[src/rtl/mem_arb_pkg.sv]
// Shared types and default widths for the two-port data-memory arbiter.
// Contents: arb_state_t FSM encoding, MEM_ADDR_W / MEM_DATA_W defaults.
// Optional feature macro used by the arbiter: MEM_ARB_RR_EN (round-robin tie-break).
package mem_arb_pkg;

   localparam int MEM_ADDR_W = 8;
   localparam int MEM_DATA_W = 32;

   typedef enum logic [1:0] {
      IDLE   = 2'd0,
      ACCESS = 2'd1,
      RESP   = 2'd2
   } arb_state_t;

endpackage

[src/rtl/mem_arbiter_2p_rr_pick2.sv]
// Winner select between two requesters; purely combinational, zero latency.
// No backpressure of its own: the result is only used by the arbiter in IDLE.
// Ports: a_req, b_req, last_grant (1 = B granted last) in; pick_b (1 = B wins) out.
// Macro MEM_ARB_RR_EN: defined = round-robin ties, undefined = A always wins ties.
module rr_pick2 (
   input  logic a_req,
   input  logic b_req,
   input  logic last_grant,
   output logic pick_b
);

`ifdef MEM_ARB_RR_EN
   // A tie goes to the requester that was not granted last.
   assign pick_b = b_req & (~a_req | ~last_grant);
`else
   // Fixed priority: history is irrelevant, so last_grant is deliberately ignored.
   logic unused_last_grant;
   assign unused_last_grant = last_grant;
   assign pick_b            = b_req & ~a_req;
`endif

endmodule

[src/rtl/mem_arbiter_2p.sv]
// Two-port arbiter/sequencer for a single-port data memory (A = fetch, B = load/store).
// Latency: req sampled in IDLE -> one ACCESS cycle -> one-cycle ack in RESP (3 cycles min).
// Backpressure: a requester holds req until its ack; the loser simply waits in IDLE.
// Ports: clk, rst (async, active-high); a_*/b_* request, command, ack and rdata;
//        Mem_Read/Mem_Write/Mem_Addr/M_W_Data/M_R_Data memory bus; grant_b owner flag.
// Macro MEM_ARB_RR_EN: defined = round-robin tie-break, undefined = A has fixed priority.
module mem_arbiter_2p
   import mem_arb_pkg::*;
#(
   parameter int ADDR_W = MEM_ADDR_W,
   parameter int DATA_W = MEM_DATA_W
) (
   input  logic              clk,
   input  logic              rst,
   input  logic              a_req,
   input  logic              a_we,
   input  logic [ADDR_W-1:0] a_addr,
   input  logic [DATA_W-1:0] a_wdata,
   output logic              a_ack,
   output logic [DATA_W-1:0] a_rdata,
   input  logic              b_req,
   input  logic              b_we,
   input  logic [ADDR_W-1:0] b_addr,
   input  logic [DATA_W-1:0] b_wdata,
   output logic              b_ack,
   output logic [DATA_W-1:0] b_rdata,
   output logic              Mem_Read,
   output logic              Mem_Write,
   output logic [ADDR_W-1:0] Mem_Addr,
   output logic [DATA_W-1:0] M_W_Data,
   input  logic [DATA_W-1:0] M_R_Data,
   output logic              grant_b
);

   arb_state_t        state_q;
   arb_state_t        state_d;
   logic              we_q;
   logic [ADDR_W-1:0] addr_q;
   logic [DATA_W-1:0] wdata_q;
   logic              last_grant;
   logic              pick_b;
   logic              start;

   // A new access starts whenever anyone is asking while we are idle.
   assign start = (state_q == IDLE) && (a_req || b_req);

`ifdef MEM_ARB_RR_EN
   // Resets to B so that A wins the very first tie.
   always_ff @(posedge clk or posedge rst) begin
      if (rst)        last_grant <= 1'b1;
      else if (start) last_grant <= pick_b;
   end
`else
   assign last_grant = 1'b1;
`endif

   rr_pick2 u_pick (
      .a_req      (a_req),
      .b_req      (b_req),
      .last_grant (last_grant),
      .pick_b     (pick_b)
   );

   always_comb begin
      state_d = state_q;
      case (state_q)
         IDLE:    if (start) state_d = ACCESS;
         ACCESS:  state_d = RESP;
         RESP:    state_d = IDLE;
         default: state_d = IDLE;
      endcase
   end

   always_ff @(posedge clk or posedge rst) begin
      if (rst) begin
         state_q <= IDLE;
         we_q    <= 1'b0;
         addr_q  <= '0;
         wdata_q <= '0;
         grant_b <= 1'b0;
         a_rdata <= '0;
         b_rdata <= '0;
      end else begin
         state_q <= state_d;
         if (start) begin
            grant_b <= pick_b;
            we_q    <= pick_b ? b_we    : a_we;
            addr_q  <= pick_b ? b_addr  : a_addr;
            wdata_q <= pick_b ? b_wdata : a_wdata;
         end
         // Read data lands only in the owner's register, and only for reads.
         if (state_q == ACCESS && !we_q) begin
            if (grant_b) b_rdata <= M_R_Data;
            else         a_rdata <= M_R_Data;
         end
      end
   end

   // Bus is decoded from the state register, so reset clears it at once and the
   // two enables are mutually exclusive by construction.
   assign Mem_Write = (state_q == ACCESS) &&  we_q;
   assign Mem_Read  = (state_q == ACCESS) && !we_q;
   assign Mem_Addr  = (state_q == ACCESS) ? addr_q  : '0;
   assign M_W_Data  = (state_q == ACCESS) ? wdata_q : '0;
   assign a_ack     = (state_q == RESP) && !grant_b;
   assign b_ack     = (state_q == RESP) &&  grant_b;

endmodule

[config.mk]
export PLATFORM = sky130hd
export DESIGN_NAME = mem_arbiter_2p
export DESIGN_NICKNAME = d
export VERILOG_FILES = /design/src/rtl/mem_arb_pkg.sv /design/src/rtl/mem_arbiter_2p_rr_pick2.sv /design/src/rtl/mem_arbiter_2p.sv
export SDC_FILE = /design/constraint.sdc
export NUM_CORES = 1
export LEC_CHECK = 0
export CAP_MARGIN = 20
export CORE_ASPECT_RATIO = 0.6
export CORE_UTILIZATION = 42
export DETAILED_ROUTE_END_ITERATION = 16
export PLACE_DENSITY = 0.87
export SLEW_MARGIN = 20
export SYNTH_ARGS = -nofsm -noshare
export SYNTH_HDL_FRONTEND = slang
export SYNTH_SLANG_ARGS = --single-unit
[constraint.sdc]
create_clock -name clk -period 4.3 [get_ports clk]
set_input_delay 0.645 -clock clk [delete_from_list [all_inputs] [get_ports clk]]
set_output_delay 0.645 -clock clk [all_outputs]
set_load 0.02 [all_outputs]
# == After elaboration in Yosys (flattened, before gate mapping) ==
# Index checks and enable logic that the tools add are counted.
# op_classes
n_eq_ne,3
mux,7
bitwise,3
reduce_logical,11
# ops
cell,n
32-bit 2-to-1 mux,2
8-bit 2-to-1 mux,2
1-bit logical AND,5
2-bit one-hot mux with 2 select lines,1
2-bit AND reduction,2
2-bit by 1-bit equality test with 1-bit output (second input constant),1
2-bit equality test (second input constant),1
1-bit zero test,2
2-bit zero test,1
2-bit 2-to-1 mux,1
2-bit inequality test (second input constant),1
1-bit inverter,2
1-bit bitwise AND,1
1-bit logical OR,1
1-bit 2-to-1 mux,1
# word_totals
reg_bits,108
in_bits,118
out_inout_bits,109
elab_cells,31

# == Longest topological paths before layout ==
# Gate-level depths: netlist (run 1).
# depth
ltp_word,4
ltp_mapped,5
depth_no_buf,3

# == Cells and area by module ==
# A second synthesis (run 1) with hierarchy kept.
# unflattened
hier_cells,327
area_unflattened_um2,4820.9
# by_module_without_submodules
module,n_inst,cells_each,area_each_um2,seq_area_each_um2
mem_arbiter_2p,1,326,4807.1,2702.6
rr_pick2,1,1,13.8,0.0

# == Least setup slack after synthesis (run 1) ==
# OpenSTA, ideal clock, no wires.
# synth_timing
path_kind,register to output
start,register state_q[1]
end,output M_W_Data[22]
arrival_time_ps,1116
t_required_ps,3655
slack_ps,2539
stages_incl_launch_ff,5
n_path_buf,1
path_cell_list,dfrtp_1 nand2b_4 inv_1 clkbuf_1 and2_1
# synth_between
elab_chain_len,2
# synth_lines
element,line_no,text
start: declaration,mem_arbiter_2p.sv:35,arb_state_t state_q;
start signal: assignment,mem_arbiter_2p.sv:84,state_q <= state_d;
2-bit by 1-bit equality test with 1-bit output,mem_arbiter_2p.sv:104,assign M_W_Data = (state_q == ACCESS) ? wdata_q : '0;
32-bit 2-to-1 mux,mem_arbiter_2p.sv:104,
end: declaration,mem_arbiter_2p.sv:30,"output logic [DATA_W-1:0] M_W_Data,"
# No other way between the ends.

# == Worst setup path in the final report (run 1) ==
# layout_timing
start,register state_q[0]
end,output M_W_Data[7]
# The elaborated chain is that of the path after synthesis.

==> reports/results.ini, run 1 <==
[timing]
max_freq_mhz = 299
timing.final.crit_period_ns = 3.34
hold_viol = 0
min_period_over_period = 0.778
report.final.slew_viol_count = 0
finClkSkew_ns = 0.0116
finalSetupTns_ns = 0
max_slew_margin = 0.355
rsz0062_at_grt = no
worst_pin_slew_ns = 0.962
setup_viol = 0

[routing]
vias_per_cell = 4.75
wl_mm = 12.2
drc = 0
ant_nets = 0
vias = 3403
post_drt_wl_per_cell_um = 17.0
dr.pass1.iters = 4
drtIter0Drc = 78

[global_routing]
grt_pass1_wl_mm = 19.5
grt_max_degree = 44
track_usage = 0.195
grt_pass1_vias = 3746
antenna_found_initial = 0
grt-ovfl-total = 0

[cells_and_area]
fin_area_um2 = 7790
fill_cells = 847
area_growth_pct = 50.6
seq_area_um2 = 2700
final_cells = 717
finish.utilization = 0.669
multi_input_area_um2 = 2280
n_antenna_cell = 0
drive_gt1_frac = 0.309
layout.nets = 670

[clock_network]
htree_levels = 3
cts_tree = done
clk_path_buf_depth = 2
clock_sinks = 108
postCtsSetupBuffers = 0
cts_made_buffers = 9
cts_resized = 0
clk_pin_slew_worst_paths_ns = 0.07
ctsHoldBuffers = 0
cts_root_buf = clkbuf_16
clk_latency_ns = 0.34

[yosys]
yosysTopAreaCellShare = 0.522
syn_area_per_cell_um2 = 15.8
synth-async-reset-ratio = 1.00
synth_commonest_cells = dfrtp_1, mux2_4, mux2_2, and2_1, buf_6
synth_area_leaders = dfrtp_1, mux2_4, mux2_2
synth_area_leader_cell = dfrtp_1
synth_edf_count = 0
syn-num-nets = 446
ys_warn_count = 0
yosys.cell_count.top_type = dfrtp_1
synth.distinct_cells = 21
synth_area_um2 = 5170
ys_ff_latch = 108
syn_inst = 328
ys.flop_type = dfrtp_1
seq_area_frac_synth = 0.522

[power_and_ir_drop]
fin_total_pwr_mw = 5.63
pwr_density_cell_nw_per_um2 = 722
ir_drop_mv = 0.402
leakagePower_nw = 3.37

[worst_setup_path]
critical_path.max_stage_delay_ns = 0.76
endpoint_kind = output pin
crit_required_ns = 3.65
worstPathArrival_ns = 2.70
crit_fanout = 42
worstSetupStartpointType = flop
critPathBufInv = 2
cp_top_family = buffers and inverters
path_class = reg -> out
worstPathCellList = nand2b_4 -> clkinv_1 -> and2_1 -> clkdlybuf4s50_1
cpMaxStageDelayCell = clkinv_1

[floorplan]
start_util = 0.445
chipHeight_um = 88.0
fp.dieArea_um2 = 12800
coreArea_um2 = 11600
die_w_um = 145
io_pins = 227
fp-row-count = 30

[status]
outcome = completed

[placed_design]
io_buffers = 226
gp_congestion = 0.801
dp_cells = 701
dpl_cell_area_um2 = 7510
hpwlAfterDp_mm = 9.03

[min_path]
hp-class = reg -> reg

[job]
maxCapViolCount = 0

-- worst register-to-register path: cells and delay by family, from the launching register on --
family / cells / cell delay, ns
compound gates: 1 / 0.65
buf+inv: 1 / 0.48
flops: 1 / 0.43
mux: 1 / 0.40
simple gates: 1 / 0.23
-- path summary, 6_finish.rpt --
path / from / cells past startpoint / slack [ns] / endpoint
min in group asynchronous: rst / 2 / 0.64 / wdata_q[29]
hold reg to reg: a_rdata[21] / 1 / 0.50 / a_rdata[21]
hold / removal: a_rdata[21] / 1 / 0.50 / a_rdata[21]
setup reg to reg: state_q[0] / 4 / 2.00 / wdata_q[22]
max in group asynchronous: rst / 3 / 2.78 / a_rdata[4]
setup / recovery: state_q[0] / 4 / 0.96 / M_W_Data[7]
-- report_power, final --
part	internal [mW]	total, mW	switching (mW)
Sequential	1.54	1.83	0.294
Clock	0.405	0.785	0.381
Combinational	1.69	3.01	1.32
Total	3.63	5.63	2.00
-- placed cells by master, fill, tap and decap left out --
cell / n
clkbuf_16: 9
inv_6: 1
nand2b_4: 1
and2_1: 41
and3b_1: 1
o21a_2: 1
clkinv_1: 1
inv_8: 2
buf_4: 7
mux2_4: 74
a21oi_1: 2
nand2b_2: 1
clkinvlp_4: 2
nor3b_4: 1
clkdlybuf4s50_1: 226
dfrtp_1: 108
nor3b_1: 1
inv_4: 1
clkbuf_1: 1
mux2_2: 70
nor2_1: 2
clkinv_4: 1
mux2_1: 2
nor3_4: 1
-- sequential cells by signal, indices dropped and copies added (netlist names) --
name     cells
addr_q       8
wdata_q     32
state_q      2
grant_b      1
we_q         1
b_rdata     32
a_rdata     32
-- kinds of logic after synthesis --
kind of cell           after synthesis  synth area share
buffers and inverters               22            0.0380
muxes                              146             0.371
and+or+nand+nor                     49            0.0648
DFF                                108             0.522
AOI/OAI and AO/OA                    3           0.00339
-- layer usage --
| metal | part of all wire | up-vias | track usage |
|---|---|---|---|
| li1 | - | 1576 | - |
| met1 | 0.44 | 1697 | 0.244 |
| met3 | 0.062 | 8 | 0.0542 |
| met5 | 0 | - | 0 |
| met2 | 0.49 | 122 | 0.341 |
| met4 | 0.0066 | 0 | 0.0402 |
-- metrics by stage --
stage               hold WS (ns)  setup slack, ns
finish                     0.502            0.956
global route               0.516            0.746
CTS                        0.506             1.06
global placement           0.476             1.42
detailed placement         0.486             1.31
floorplan                  0.472            0.809
-- layout make-up --
| type | count | share of cell area |
|---|---|---|
| Clock buffer | 10 | 0.0294 |
| Clock inverter | 6 | 0.00707 |
| Timing Repair Buffer | 233 | 0.297 |
| Inverter | 2 | 0.00128 |
| Tap cell | 160 | 0.0257 |
| Sequential cell | 108 | 0.347 |
| Multi-Input combinational cell | 198 | 0.292 |
Note: power is estimated with default switching activity, not from simulation.
==> inputs of run 2 (changes only) <==
Settings changed: CORE_UTILIZATION 42 to 38, PLACE_DENSITY 0.87 to 0.83.
Clock period 4.3 ns to 2.9 ns, I/O delays scaled along.
==> run 2 against run 1 <==
Effect of this change:
- the run now ends with DRC left
- via count down 0.65%
- cell count grew 1.5%
- die area rose by 10%
- core utilization fell by 6.9 points
- first-iteration DRC count is 19% lower
- combinational power grew 49%
- power up 49%
- count of clock-buffer cells in the layout unchanged
- critical path depth up 1
- sequential share of layout area is 0.19 points lower
==> reports/results.ini, run 2 (synthesis results as in run 1) <==
[routing]
wl_mm = 11.9  ; was 12.2 mm
post_drt_wl_per_cell_um = 16.3  ; was 17.0 µm
ant_nets = 0  ; unchanged
vias_per_cell = 4.64  ; was 4.75
dr.pass1.iters = 10  ; was 4
drc = 13  ; was 0
vias = 3381  ; was 3403
drtIter0Drc = 63  ; was 78

[worst_setup_path]
ff2ff_path_depth = 4  ; unchanged
r2r-start = state_q[1]  ; was state_q[0]
crit_required_ns = 2.47  ; was 3.65 ns
crit_fanout = 41  ; was 42
worstSetupStartpointType = flop  ; unchanged
worstPathArrival_ns = 2.14  ; was 2.70 ns
endpoint_kind = output pin  ; unchanged
ff2ff_setup_slack_ns = 1.17  ; was 2.00 ns
worstReg2RegEnd = b_rdata[0]  ; was wdata_q[22]
path_class = reg -> out  ; unchanged

[timing]
timing.final.crit_period_ns = 2.57
min_period_over_period = 0.887
rsz0062_at_grt = no  ; unchanged
report.final.slew_viol_count = 0  ; unchanged
finalSetupTns_ns = 0  ; unchanged
hold_viol = 0  ; unchanged
finClkSkew_ns = 0.00631  ; was 0.0116 ns
setup_viol = 0  ; unchanged
max_slew_margin = 0.537  ; was 0.355
worst_pin_slew_ns = 0.695  ; was 0.962 ns
max_freq_mhz = 389

[cells_and_area]
most-common-layout-cells = clkdlybuf4s50_1, dfrtp_1, mux2_4  ; unchanged
area_growth_pct = 51.4  ; was 50.6%
largestRegisters = a_rdata x32, b_rdata x32, wdata_q x32  ; unchanged
fin_area_um2 = 7830  ; was 7790 µm²
n_antenna_cell = 0  ; unchanged
drive_gt1_frac = 0.312  ; was 0.309
mostFrequentLayoutCell = clkdlybuf4s50_1  ; unchanged
layout.nets = 671  ; was 670

[placed_design]
hpwlAfterDp_mm = 8.89  ; was 9.03 mm
gp_congestion = 0.730  ; was 0.801
io_buffers = 226  ; unchanged
dpl_cell_area_um2 = 7540  ; was 7510 µm²

[global_routing]
grt_max_degree = 57  ; was 44
antenna_found_initial = 0  ; unchanged
track_usage = 0.171  ; was 0.195
grt_pass1_wl_mm = 19.1  ; was 19.5 mm
grt-ovfl-total = 0  ; unchanged
grt_pass1_vias = 3615  ; was 3746

[clock_network]
cts_root_buf = clkbuf_16  ; unchanged
clk_latency_ns = 0.34  ; about the same
ctsHoldBuffers = 0  ; unchanged
clk_path_buf_depth = 2  ; unchanged
postCtsSetupBuffers = 0  ; unchanged
clock_sinks = 108  ; unchanged
cts_tree = done  ; unchanged
clk_pin_slew_worst_paths_ns = 0.07  ; about the same
cts_made_buffers = 9  ; unchanged
cts_resized = 0  ; unchanged
htree_levels = 3  ; unchanged

[floorplan]
chipHeight_um = 92.4  ; was 88.0 µm
io_pins = 227  ; unchanged
fp.dieArea_um2 = 14100  ; was 12800 µm²
start_util = 0.396  ; was 0.445
die_w_um = 153  ; was 145 µm
fp-row-count = 32  ; was 30
coreArea_um2 = 13100  ; was 11600 µm²

[job]
maxCapViolCount = 0  ; unchanged

[min_path]
hp-start = a_rdata[21]  ; unchanged
min_to = a_rdata[21]  ; unchanged
hp-class = reg -> reg  ; unchanged
min_path_cells = 1  ; unchanged

[power_and_ir_drop]
leakagePower_nw = 3.39  ; was 3.37 nW
ir_drop_mv = 0.615  ; was 0.402 mV
pwr_density_cell_nw_per_um2 = 1070  ; was 722 nW/µm²
fin_total_pwr_mw = 8.37  ; was 5.63 mW

[status]
violations = DRC
outcome = finished with violations  ; was completed

run 2: worst max path at each step:
stage / start / endpoint / slack [ns] / depth (start not counted)
finish: state_q[1] / M_W_Data[10] / 0.33 / 5
global route: state_q[1] / M_W_Data[25] / 0.19 / 5
CTS: state_q[1] / M_W_Data[25] / 0.29 / 5
detailed placement: state_q[1] / M_W_Data[10] / 0.68 / 5
global placement: state_q[1] / Mem_Addr[2] / 0.71 / 5
floorplan: rst / a_rdata[0] / 1.16 / 1
run 2: routing by layer:
layer	wire length, µm	GRT usage	vias up
met5	0	0	-
met4	120	0.0412	0
met3	831	0.0566	12
met2	5530	0.273	121
met1	5390	0.226	1664
li1	-	-	1584
run 2: where the power goes:
group / total [mW] / switching (mW) / internal [mW] / leakage (nW)
logic: 4.47 / 1.95 / 2.51 / 1.97
clock network: 1.19 / 0.563 / 0.623 / 0.139
registers: 2.72 / 0.436 / 2.28 / 1.28
run 2: layout make-up:
cell class,instances,area [µm²]
Clock buffer,10,239
Clock inverter,6,55.1
Fill cell,1015,5220
Inverter,2,11.3
Multi-Input combinational cell,198,2280
Sequential cell,108,2700
Tap cell,170,213
Timing Repair Buffer,234,2330
run 2: critical path, cell delays in order (launching register included):
cell,delay [ns]
dfrtp_1,0.41
nand2b_4,0.18
inv_1,0.08
buf_4,0.31
and2_1,0.21
clkdlybuf4s50_1,0.61
run 2: through the flow:
stage | hold WS, ns | worst slack, ns | utilization | std cells
after global placement | 0.473 | 0.709 | 0.578 | 712
after detailed placement | 0.476 | 0.676 | 0.578 | 712
after CTS | 0.494 | 0.292 | 0.600 | 728
final | 0.490 | 0.326 | 0.600 | 728
after global routing | 0.510 | 0.193 | 0.600 | 728
after floorplan | 0.472 | 1.16 | - | 328
==> inputs of run 3 (changes only) <==
Settings changed: GPL_ROUTABILITY_DRIVEN from default to 0, SLEW_MARGIN 20 to default.
==> results of run 3 <==
The final DEF is identical to that of run 2; final timing and power are the same.
